**src/rtl/irq_ctrl_n_if.sv**
```systemverilog
// Register-bus and request/acknowledge signals shared by irq_ctrl_n and the core.
// The master drives writes, ack and EOI. The slave (the controller) returns read data and the request.
interface irq_ctrl_n_if #(
    parameter int VEC_WIDTH  = 3,
    parameter int DATA_WIDTH = 32
);
    logic                  i_we;
    logic [1:0]            i_addr;
    logic [DATA_WIDTH-1:0] i_wdata;
    logic [DATA_WIDTH-1:0] o_rdata;
    logic                  o_req;
    logic [VEC_WIDTH-1:0]  o_vec;
    logic                  i_ack;
    logic                  i_eoi;

    modport master (
        output i_we, i_addr, i_wdata, i_ack, i_eoi,
        input  o_rdata, o_req, o_vec
    );

    modport slave (
        input  i_we, i_addr, i_wdata, i_ack, i_eoi,
        output o_rdata, o_req, o_vec
    );
endinterface

```
**src/rtl/irq_ctrl_n.sv**
```systemverilog
// N-line interrupt controller with per-line edge/level mode and in-service nesting.
// It has an ack/EOI handshake and a four-register bank (CTRL, MASK, PEND, ISR).
module irq_ctrl_n #(
    parameter int                   IRQ_LINES  = 8,
    parameter int                   VEC_WIDTH  = 3,
    parameter int                   DATA_WIDTH = 32,
    parameter logic [IRQ_LINES-1:0] EDGE_MASK  = '1
) (
    input  logic                 i_clk,
    input  logic                 i_rst,
    input  logic [IRQ_LINES-1:0] i_irq,
    irq_ctrl_n_if.slave          bus
);

    typedef enum logic {ST_IDLE, ST_REQ} req_state_e;

    localparam logic [1:0] ADDR_CTRL = 2'd0;
    localparam logic [1:0] ADDR_MASK = 2'd1;
    localparam logic [1:0] ADDR_PEND = 2'd2;
    localparam logic [1:0] ADDR_ISR  = 2'd3;

    logic [IRQ_LINES-1:0] sync1_q, sync1_d;
    logic [IRQ_LINES-1:0] sync2_q, sync2_d;
    logic [IRQ_LINES-1:0] prev_q,  prev_d;
    logic [IRQ_LINES-1:0] pend_q,  pend_d;
    logic [IRQ_LINES-1:0] mask_q,  mask_d;
    logic [IRQ_LINES-1:0] isr_q,   isr_d;
    logic                 gie_q,   gie_d;
    req_state_e           state_q, state_d;
    logic [VEC_WIDTH-1:0] vec_q,   vec_d;

    logic [IRQ_LINES-1:0] edge_det;
    logic [IRQ_LINES-1:0] pend_eff;
    logic [IRQ_LINES-1:0] cand_vec;
    logic [IRQ_LINES-1:0] vec_oh;
    logic [VEC_WIDTH-1:0] cand_idx;
    logic [VEC_WIDTH-1:0] isr_idx;
    logic                 cand_valid;
    logic                 cand_elig;
    logic                 frozen_elig;
    logic                 unused_wdata;

    // Upper write-data bits have no register behind them.
    assign unused_wdata = ^bus.i_wdata;

    function automatic logic [VEC_WIDTH-1:0] lowest_idx(input logic [IRQ_LINES-1:0] v);
        lowest_idx = '0;
        for (int i = IRQ_LINES - 1; i >= 0; i--) begin
            if (v[i]) lowest_idx = VEC_WIDTH'(i);
        end
    endfunction

    // NOTE: every always_comb output gets a default first, so no path can infer a latch.
    always_comb begin
        sync1_d  = i_irq;
        sync2_d  = sync1_q;
        prev_d   = sync2_q;
        edge_det = sync2_q & ~prev_q;

        // Level-mode lines are not latched. They mirror the synchroniser every cycle.
        pend_eff   = (pend_q & EDGE_MASK) | (sync2_q & ~EDGE_MASK);
        cand_vec   = pend_eff & mask_q;
        cand_valid = |cand_vec;
        cand_idx   = lowest_idx(cand_vec);
        isr_idx    = lowest_idx(isr_q);

        cand_elig   = gie_q && cand_valid && ((isr_q == '0) || (cand_idx < isr_idx));
        frozen_elig = gie_q && pend_eff[vec_q] && mask_q[vec_q] &&
                      ((isr_q == '0) || (vec_q < isr_idx));

        vec_oh        = '0;
        vec_oh[vec_q] = 1'b1;

        gie_d   = gie_q;
        mask_d  = mask_q;
        pend_d  = pend_q;
        isr_d   = isr_q;
        state_d = state_q;
        vec_d   = vec_q;

        if (bus.i_we) begin
            case (bus.i_addr)
                ADDR_CTRL: gie_d  = bus.i_wdata[0];
                ADDR_MASK: mask_d = bus.i_wdata[IRQ_LINES-1:0];
                ADDR_PEND: pend_d = pend_q & ~bus.i_wdata[IRQ_LINES-1:0];
                default:   ;
            endcase
        end

        // EOI retires the old lowest bit before the ack sets the new one.
        if (bus.i_eoi && (isr_q != '0)) isr_d[isr_idx] = 1'b0;

        case (state_q)
            ST_IDLE: begin
                if (cand_elig) begin
                    state_d = ST_REQ;
                    vec_d   = cand_idx;
                end
            end
            ST_REQ: begin
                if (bus.i_ack) begin
                    state_d = ST_IDLE;
                    isr_d   = isr_d | vec_oh;
                    pend_d  = pend_d & ~vec_oh;
                end else if (!frozen_elig) begin
                    state_d = ST_IDLE;
                end
            end
            default: state_d = ST_IDLE;
        endcase

        // A fresh edge overrides both W1C and ack clears on the same cycle.
        pend_d = (pend_d | edge_det) & EDGE_MASK;

        bus.o_rdata = '0;
        case (bus.i_addr)
            ADDR_CTRL: bus.o_rdata = DATA_WIDTH'(gie_q);
            ADDR_MASK: bus.o_rdata = DATA_WIDTH'(mask_q);
            ADDR_PEND: bus.o_rdata = DATA_WIDTH'(pend_eff);
            ADDR_ISR:  bus.o_rdata = DATA_WIDTH'(isr_q);
            default:   bus.o_rdata = '0;
        endcase
    end

    assign bus.o_req = (state_q == ST_REQ);
    assign bus.o_vec = vec_q;

    // NOTE: sequential state uses non-blocking assignments, so every flop samples pre-edge values.
    always_ff @(posedge i_clk) begin
        if (i_rst) begin
            sync1_q <= '0;
            sync2_q <= '0;
            prev_q  <= '0;
            pend_q  <= '0;
            mask_q  <= '0;
            isr_q   <= '0;
            gie_q   <= 1'b0;
            state_q <= ST_IDLE;
            vec_q   <= '0;
        end else begin
            sync1_q <= sync1_d;
            sync2_q <= sync2_d;
            prev_q  <= prev_d;
            pend_q  <= pend_d;
            mask_q  <= mask_d;
            isr_q   <= isr_d;
            gie_q   <= gie_d;
            state_q <= state_d;
            vec_q   <= vec_d;
        end
    end

endmodule

```
**src/flat_wrapper.sv**
```systemverilog
// flat-port wrapper written by rule: the top's interface ports become plain ports
module irq_ctrl_n_flat 
#(
    parameter int                   IRQ_LINES  = 8,
    parameter int                   VEC_WIDTH  = 3,
    parameter int                   DATA_WIDTH = 32,
    parameter logic [IRQ_LINES-1:0] EDGE_MASK  = '1
)
  (i_clk, i_rst, i_irq, bus_i_we, bus_i_addr, bus_i_wdata, bus_i_ack, bus_i_eoi, bus_o_rdata, bus_o_req, bus_o_vec);
  irq_ctrl_n_if #(.VEC_WIDTH(VEC_WIDTH), .DATA_WIDTH(DATA_WIDTH)) bus_i ();
  input  logic i_clk;
  input  logic i_rst;
  input  logic [IRQ_LINES-1:0] i_irq;
  input wire logic [$bits(bus_i.i_we)-1:0] bus_i_we;
  input wire logic [$bits(bus_i.i_addr)-1:0] bus_i_addr;
  input wire logic [$bits(bus_i.i_wdata)-1:0] bus_i_wdata;
  input wire logic [$bits(bus_i.i_ack)-1:0] bus_i_ack;
  input wire logic [$bits(bus_i.i_eoi)-1:0] bus_i_eoi;
  output wire logic [$bits(bus_i.o_rdata)-1:0] bus_o_rdata;
  output wire logic [$bits(bus_i.o_req)-1:0] bus_o_req;
  output wire logic [$bits(bus_i.o_vec)-1:0] bus_o_vec;
  assign bus_i.i_we = bus_i_we;
  assign bus_i.i_addr = bus_i_addr;
  assign bus_i.i_wdata = bus_i_wdata;
  assign bus_i.i_ack = bus_i_ack;
  assign bus_i.i_eoi = bus_i_eoi;
  assign bus_o_rdata = bus_i.o_rdata;
  assign bus_o_req = bus_i.o_req;
  assign bus_o_vec = bus_i.o_vec;
  irq_ctrl_n #(.IRQ_LINES(IRQ_LINES), .VEC_WIDTH(VEC_WIDTH), .DATA_WIDTH(DATA_WIDTH), .EDGE_MASK(EDGE_MASK)) u_core (.i_clk(i_clk), .i_rst(i_rst), .i_irq(i_irq), .bus(bus_i));
endmodule
```
**config.mk**
```make
export PLATFORM = sky130hd
export DESIGN_NAME = irq_ctrl_n_flat
export DESIGN_NICKNAME = d
export VERILOG_FILES = /design/src/rtl/irq_ctrl_n_if.sv /design/src/rtl/irq_ctrl_n.sv /design/src/flat_wrapper.sv
export SDC_FILE = /design/constraint.sdc
export NUM_CORES = 1
export LEC_CHECK = 0
export CAP_MARGIN = 20
export CORE_UTILIZATION = 50
export DETAILED_ROUTE_END_ITERATION = 10
export PLACE_DENSITY = 0.92
export SYNTH_ARGS = -nofsm -noshare
export SYNTH_HDL_FRONTEND = slang
export SYNTH_SLANG_ARGS = --single-unit
```
**constraint.sdc**
```tcl
create_clock -name i_clk -period 3.5 [get_ports i_clk]
set_clock_uncertainty 0.2 [all_clocks]
set_input_delay 0.7 -clock i_clk [delete_from_list [all_inputs] [get_ports i_clk]]
set_output_delay 0.7 -clock i_clk [all_outputs]
set_load 0.005 [all_outputs]
```
==> insert_results.sql, run 1 <==
INSERT INTO impl_metrics (metric_group, metric, value, unit) VALUES
('sta', 'postLayoutSetupSlackWorst', '208', 'ps'),
('sta', 'timing.setup.tns', '0', 'ps'),
('critical_path', 'r2r_cells', '8', ''),
('grt', 'via_count_of_the_first_global_routing_pass', '1979', ''),
('detailed_routing', 'wl_met2', '2.65', 'mm'),
('grt', 'groute.usage.overall', '22.1', '%'),
('critical_path', 'worstSetupStartpointType', 'input pin', ''),
('floorplan', 'io_pins', '83', ''),
('detailed_routing', 'vias', '2232', ''),
('detailed_routing', 'first_iter_violations', '394', ''),
('clocking', 'cts_hold_buffers', '0', ''),
('min_path', 'holdPathEnd', 'u_core.prev_d[5]$_SDFF_PP0_', ''),
('critical_path', 'worstPathBufferInverterCount', '4', ''),
('floorplan', 'die_x', '74.7', 'microns'),
('floorplan', 'floorplan.initialDensity', '51.8', '%'),
('floorplan', 'die_area', '5580', 'sq um'),
('power_and_ir_drop', 'leakage', '1.14', 'nW'),
('detailed_routing', 'routed.top_layer', 'met4', ''),
('detailed_routing', 'm1WireLength', '2.41', 'mm'),
('placement', 'place_worst_setup_slack', '222', 'ps'),
('detailed_routing', 'met3WireLength', '527', 'microns'),
('grt', 'grt_start_max_net_pins', '52', ''),
('logic_synthesis', 'yosysWarnings', '0', ''),
('critical_path', 'worst_path_max_delay_cell', 'clkdlybuf4s50_1', ''),
('min_path', 'min_path_type', 'reg2reg', ''),
('logic_synthesis', 'synth_cells', '295', ''),
('clocking', 'cts.sink_count', '53', ''),
('sta', 'unrepaired_setup_endpoints_after_global_routing', 'false', ''),
('sta', 'period_needed', '3290', 'ps'),
('critical_path', 'timing.critical_path.arrival', '2390', 'ps'),
('logic_synthesis', 'synth-async-reset-ratio', '0', '%'),
('placement', 'dp.final_hpwl', '4.10', 'mm'),
('logic_synthesis', 'synth-seq-area-share', '40.1', '%'),
('floorplan', 'placeableCoreArea', '5110', 'sq um'),
('clocking', 'post_cts_resize_count', '0', ''),
('logic_synthesis', 'synthFlopType', 'dfxtp_1', ''),
('critical_path', 'cp-end-kind', 'primary output', ''),
('finish', 'diodes_inserted', '0', ''),
('finish', 'layout.cell_area.non_filler', '3030', 'sq um'),
('sta', 'slew_headroom', '56.3', '%'),
('power_and_ir_drop', 'power-per-cell-area', '358', 'nW/um^2'),
('critical_path', 'timing.rr.start', 'u_core.isr_q[5]$_SDFF_PP0_', ''),
('floorplan', 'std_cell_rows', '26', ''),
('job', 'max_cap_violations', '0', ''),
('status', 'result_of_the_run', 'finished clean', ''),
('grt', 'grt_first_pass_wirelength', '9.05', 'mm'),
('critical_path', 'cpLargestDelayFamily', 'buffers and inverters', ''),
('logic_synthesis', 'synth_edf_count', '0', ''),
('critical_path', 'worstSetupPathType', 'in2out', ''),
('detailed_routing', 'drtPass1Iterations', '6', ''),
('grt', 'globalRouteOverflowTotal', '0', ''),
('finish', 'finalNetCount', '374', ''),
('critical_path', 'worst-endpoint-required', '2600', 'ps'),
('placement', 'gp_congestion', '0.951', ''),
('detailed_routing', 'drt_wl_total', '5.80', 'mm'),
('critical_path', 'critical_path.reg2reg.endpoint', 'u_core.bus.o_vec[1]$_SDFFE_PP0P_', ''),
('logic_synthesis', 'syn_avg_cell_area', '8.96', 'sq um'),
('grt', 'grt_antenna_before_repair', '0', ''),
('detailed_routing', 'wl_per_cell', '14.7', 'microns'),
('clocking', 'cts.root.buffer_cell', 'clkbuf_8', ''),
('sta', 'worst_pin_slew', '655', 'ps'),
('finish', 'layout_common_cells', 'dfxtp_1, nand2_1, clkdlybuf4s50_1', ''),
('clocking', 'clkSlewWorstSetupHoldPaths', '90', 'ps'),
('clocking', 'insertion_delay', '310', 'ps'),
('sta', 'timing.final.setup_violations', '0', ''),
('critical_path', 'critical_path.max_stage_delay', '500', 'ps'),
('finish', 'layout.cells.most_common', 'dfxtp_1', ''),
('finish', 'post_route_cells_drive_above_1_share', '10.5', '%'),
('sta', 'report.final.hold_viol_count', '0', ''),
('min_path', 'min-delay-start', 'u_core.sync1_q[5]$_SDFF_PP0_', ''),
('finish', 'area_delta_synth_final', '14.6', '%');
-- power by group --
group	internal [mW]	total [mW]	switching, mW
clock	0.143	0.344	0.202
combinational	0.0539	0.103	0.0495
sequential	0.622	0.638	0.0162
total	0.819	1.09	0.267
-- through the flow --
step           std cells  power, mW  utilization (%)
2_1_floorplan        318      0.723                -
6_report             394       1.09             59.3
4_1_cts              394       1.09             59.3
5_1_grt              394       1.13             59.3
3_3_place_gp         386      0.749             57.6
3_5_place_dp         386      0.753             57.6
-- logic make-up (layout without fill, tap and decap cells) --
group / Yosys count / in the layout / share of synthesized area (%)
and+or+nand+nor: 110 / 110 / 21.5
AOI/OAI and AO/OA: 62 / 62 / 17.3
DFF: 53 / 53 / 40.1
buffers and inverters: 50 / 56 / 10.7
muxes: 15 / 15 / 8.38
adders and majority gates: 4 / 4 / 1.89
other: 1 / 24 / 0.142
-- how the worst max path moves through the flow --
| stage | from | end | slack (ps) | depth (start not counted) |
|---|---|---|---|---|
| 2_1_floorplan | bus_i_addr[0] | bus_o_rdata[0] | 1030 | 2 |
| 3_3_place_gp | bus_i_addr[0] | bus_o_rdata[6] | 240 | 6 |
| 3_5_place_dp | bus_i_addr[0] | bus_o_rdata[3] | 220 | 6 |
| 4_1_cts | bus_i_addr[0] | bus_o_rdata[3] | 220 | 6 |
| 5_1_grt | bus_i_addr[0] | bus_o_rdata[6] | 140 | 6 |
| 6_report | bus_i_addr[0] | bus_o_rdata[6] | 210 | 6 |
-- worst reg2reg max path, stage by stage (launching register included) --
cell     delay (ps)
dfxtp_1         360
or4_4           590
nand2_1         120
ha_1            250
a21oi_1         200
a21o_2          170
a31o_4          130
a21oi_1          70
a41o_2          240
-- synth_stat cells (2+ instances only) --
cell,number,share of area [%]
dfxtp_1,53,40
nand2_1,38,5.4
nor2b_1,26,6.2
buf_4,24,6.8
a21oi_1,22,4.2
nor2_1,17,2.4
clkbuf_1,12,1.7
nand3_1,12,2.3
inv_1,10,1.4
a32oi_1,8,2.7
a22o_1,7,2.3
mux2_2,7,3.0
a22oi_1,5,1.4
mux4_2,5,4.3
ha_1,4,1.9
o21ai_0,4,0.76
buf_2,3,0.57
mux2i_1,3,1.1
nand3b_1,3,0.85
nor4_1,3,0.71
a21o_2,2,0.66
a41o_2,2,0.85
nand2b_1,2,0.47
nor3_1,2,0.38
o31ai_1,2,0.57
-- registers in the layout (all words and copies together), names as in the netlist --
register,cells
u_core.isr_q,8
u_core.prev_d,8
u_core.sync1_q,8
u_core.bus.o_req,1
u_core.prev_q,8
u_core.gie_q,1
u_core.bus.o_vec,3
u_core.mask_q,8
u_core.pend_eff,8
-- per-layer routing --
layer,global-route usage (%),up-vias
li1,-,1044
met1,27.1,1010
met2,35.0,143
met3,6.56,35
met4,11.7,0
met5,0,-
-- final cells by class --
cell class | instances | area (sq um)
clock inverter | 2 | 13.8
clock buffer | 6 | 72.6
fill | 458 | 2080
tap | 70 | 87.6
inverter | 10 | 37.5
sequential | 53 | 1060
timing repair buffer | 38 | 370
multi-input combinational | 215 | 1390
Note: power is estimated with default switching activity, not from simulation.
==> inputs of run 2 (changes only) <==
--- a/config.mk
+++ b/config.mk
@@ -8,5 +8,5 @@
 export CAP_MARGIN = 20
-export CORE_UTILIZATION = 50
+export CORE_UTILIZATION = 46
 export DETAILED_ROUTE_END_ITERATION = 10
-export PLACE_DENSITY = 0.92
+export PLACE_DENSITY = 0.86
 export SYNTH_ARGS = -nofsm -noshare
==> constraint.sdc (replaced) <==
create_clock -name i_clk -period 3.55 [get_ports i_clk]
set_clock_uncertainty 0.2 [all_clocks]
set_input_delay 0.5325 -clock i_clk [delete_from_list [all_inputs] [get_ports i_clk]]
set_output_delay 0.5325 -clock i_clk [all_outputs]
set_load 0.005 [all_outputs]
==> run 2 against run 1 <==
Net effect:
- cell area up 0.21%
- sequential power down 1%
- clock power up 5%
- critical path depth down 1
- worst setup slack better by 330 ps
- critical endpoint is now bus_o_rdata[2]
- largest power group unchanged
- highest routed layer unchanged
==> insert_results.sql, run 2 (synthesis results as in run 1) <==
INSERT INTO impl_metrics (metric_group, metric, value, unit) VALUES
('floorplan', 'die_x', '77.8', 'microns'),
('critical_path', 'worst-endpoint-required', '2820', 'ps'),
('sta', 'timing_max_transition_violations_final', '0', ''),
('detailed_routing', 'drt_drc_violations_left', '0', ''),
('job', 'max_cap_violations', '0', ''),
('floorplan', 'io_pins', '83', ''),
('critical_path', 'crit_path_frequent_cell', 'clkdlybuf4s50_1', ''),
('critical_path', 'cp-end-kind', 'primary output', ''),
('grt', 'grt_start_max_net_pins', '39', ''),
('detailed_routing', 'vias', '2220', ''),
('detailed_routing', 'wl_per_cell', '14.4', 'microns'),
('placement', 'numPortBuffers', '34', ''),
('power_and_ir_drop', 'power-per-cell-area', '360', 'nW/um^2'),
('finish', 'diodes_inserted', '0', ''),
('grt', 'via_count_of_the_first_global_routing_pass', '1979', ''),
('sta', 'timing.final.setup_violations', '0', ''),
('detailed_routing', 'drt_wl_total', '5.69', 'mm'),
('grt', 'grt_antenna_before_repair', '0', ''),
('critical_path', 'timing.critical_path.arrival', '2280', 'ps'),
('critical_path', 'critical_path.max_stage_delay', '610', 'ps'),
('clocking', 'htree_levels', '2', ''),
('clocking', 'cts_hold_buffers', '0', ''),
('critical_path', 'worstSetupStartpointType', 'input pin', ''),
('clocking', 'cts-buffers-inserted', '5', ''),
('critical_path', 'timing.critical_path.cells', 'clkdlybuf4s50_1 -> nor2b_1 -> buf_4 -> a22o_1 -> clkdlybuf4s50_1', ''),
('finish', 'finalCoreUtilization', '55.1', '%'),
('finish', 'layout.cells.most_common', 'dfxtp_1', ''),
('clocking', 'cts.sink_count', '53', ''),
('critical_path', 'critical_path.reg2reg.endpoint', 'u_core.bus.o_vec[2]$_SDFFE_PP0P_', ''),
('grt', 'globalRouteOverflowTotal', '0', ''),
('critical_path', 'critical_path_stages', '5', ''),
('critical_path', 'crit_path_max_fanout', '16', ''),
('sta', 'max_freq', '332', 'MHz'),
('clocking', 'clkSlewWorstSetupHoldPaths', '100', 'ps'),
('sta', 'report.final.hold_viol_count', '0', ''),
('detailed_routing', 'drtPass1Iterations', '5', ''),
('clocking', 'post_cts_resize_count', '0', ''),
('finish', 'post_route_cells_drive_above_1_share', '10.5', '%'),
('floorplan', 'std_cell_rows', '27', ''),
('clocking', 'insertion_delay', '310', 'ps'),
('sta', 'worst_pin_slew', '635', 'ps'),
('sta', 'postLayoutSetupSlackWorst', '542', 'ps'),
('detailed_routing', 'vias_per_cell', '5.62', ''),
('finish', 'fillCellCount', '495', ''),
('detailed_routing', 'final_antenna_net_count', '0', ''),
('placement', 'dp_cells', '387', ''),
('critical_path', 'cpLargestDelayFamily', 'buffers and inverters', ''),
('sta', 'timing.setup.tns', '0', 'ps'),
('placement', 'dp.final_hpwl', '4.29', 'mm'),
('grt', 'groute.usage.overall', '19.5', '%'),
('floorplan', 'die_area', '6050', 'sq um'),
('floorplan', 'die_h', '77.8', 'microns'),
('min_path', 'min_path_type', 'reg2reg', ''),
('status', 'result_of_the_run', 'finished clean', ''),
('critical_path', 'worst_path_max_delay_cell', 'clkdlybuf4s50_1', ''),
('clocking', 'cts_tree', 'built', ''),
('clocking', 'postCtsSetupBuffers', '0', ''),
('floorplan', 'floorplan.initialDensity', '48.0', '%'),
('critical_path', 'critical_path.endpoint', 'bus_o_rdata[2]', ''),
('placement', 'gp_congestion', '0.889', ''),
('finish', 'final_cells', '395', ''),
('critical_path', 'worstSetupPathType', 'in2out', ''),
('floorplan', 'placeableCoreArea', '5510', 'sq um'),
('power_and_ir_drop', 'ir_drop', '0.000325', 'V'),
('finish', 'finalNetCount', '373', ''),
('grt', 'grt_first_pass_wirelength', '9.18', 'mm'),
('clocking', 'cts-root-to-sink-buffers', '2', ''),
('placement', 'place_worst_setup_slack', '570', 'ps'),
('critical_path', 'r2r_setup_slack', '1130', 'ps'),
('critical_path', 'critPathLaunch', 'bus_i_addr[1]', ''),
('sta', 'fin_hold_ws', '244', 'ps'),
('detailed_routing', 'first_iter_violations', '180', ''),
('sta', 'period_needed', '3010', 'ps'),
('critical_path', 'r2r_cells', '8', ''),
('sta', 'final.period_utilization', '84.7', '%'),
('critical_path', 'worstPathBufferInverterCount', '3', ''),
('critical_path', 'timing.rr.start', 'u_core.pend_eff[6]$_SDFF_PP0_', ''),
('power_and_ir_drop', 'leakage', '1.14', 'nW'),
('clocking', 'cts.root.buffer_cell', 'clkbuf_8', ''),
('sta', 'unrepaired_setup_endpoints_after_global_routing', 'false', ''),
('finish', 'layout_common_cells', 'dfxtp_1, nand2_1, clkdlybuf4s50_1', ''),
('finish', 'area_delta_synth_final', '14.8', '%'),
('sta', 'slew_headroom', '57.6', '%');
## run 2: worst min-delay path by stage
stage	endpoint	from	depth (start not counted)	slack [ps]
floorplan	u_core.prev_d[0]$_SDFF_PP0_	u_core.sync1_q[0]$_SDFF_PP0_	1	210
global placement	u_core.prev_d[2]$_SDFF_PP0_	u_core.sync1_q[2]$_SDFF_PP0_	1	220
detailed placement	u_core.prev_d[7]$_SDFF_PP0_	u_core.sync1_q[7]$_SDFF_PP0_	1	220
CTS	u_core.prev_d[7]$_SDFF_PP0_	u_core.sync1_q[7]$_SDFF_PP0_	1	250
global route	u_core.prev_d[7]$_SDFF_PP0_	u_core.sync1_q[7]$_SDFF_PP0_	1	260
finish	u_core.prev_d[1]$_SDFF_PP0_	u_core.sync1_q[1]$_SDFF_PP0_	1	240
## run 2: cell type report
type | count | area (sq um) | share of cell area, %
Clock inverter | 3 | 28.8 | 0.948
Inverter | 10 | 37.5 | 1.24
Sequential cell | 53 | 1060 | 35.0
Multi-Input combinational cell | 215 | 1390 | 45.7
Clock buffer | 5 | 68.8 | 2.27
Tap cell | 72 | 90.1 | 2.97
Timing Repair Buffer | 37 | 363 | 12.0
## run 2: where the power goes
| group | switching, mW | total (mW) | internal, mW |
|---|---|---|---|
| clock network | 0.214 | 0.362 | 0.148 |
| logic | 0.0476 | 0.0999 | 0.0524 |
| registers | 0.0167 | 0.630 | 0.613 |
## run 2: per-stage QoR
step / power (mW) / area (sq um)
5_1_grt: 1.13 / 3040
6_report: 1.09 / 3040
4_1_cts: 1.10 / 3040
3_3_place_gp: 0.737 / 2940
3_5_place_dp: 0.742 / 2940
2_1_floorplan: 0.713 / 2730
## run 2: routing by layer
metal | vias up | wire length, microns | global-route usage (%)
li1 | 1043 | - | -
met1 | 1022 | 2350 | 24.5
met2 | 132 | 2700 | 32.2
met3 | 23 | 491 | 4.00
met4 | 0 | 148 | 8.11
met5 | - | 0 | 0
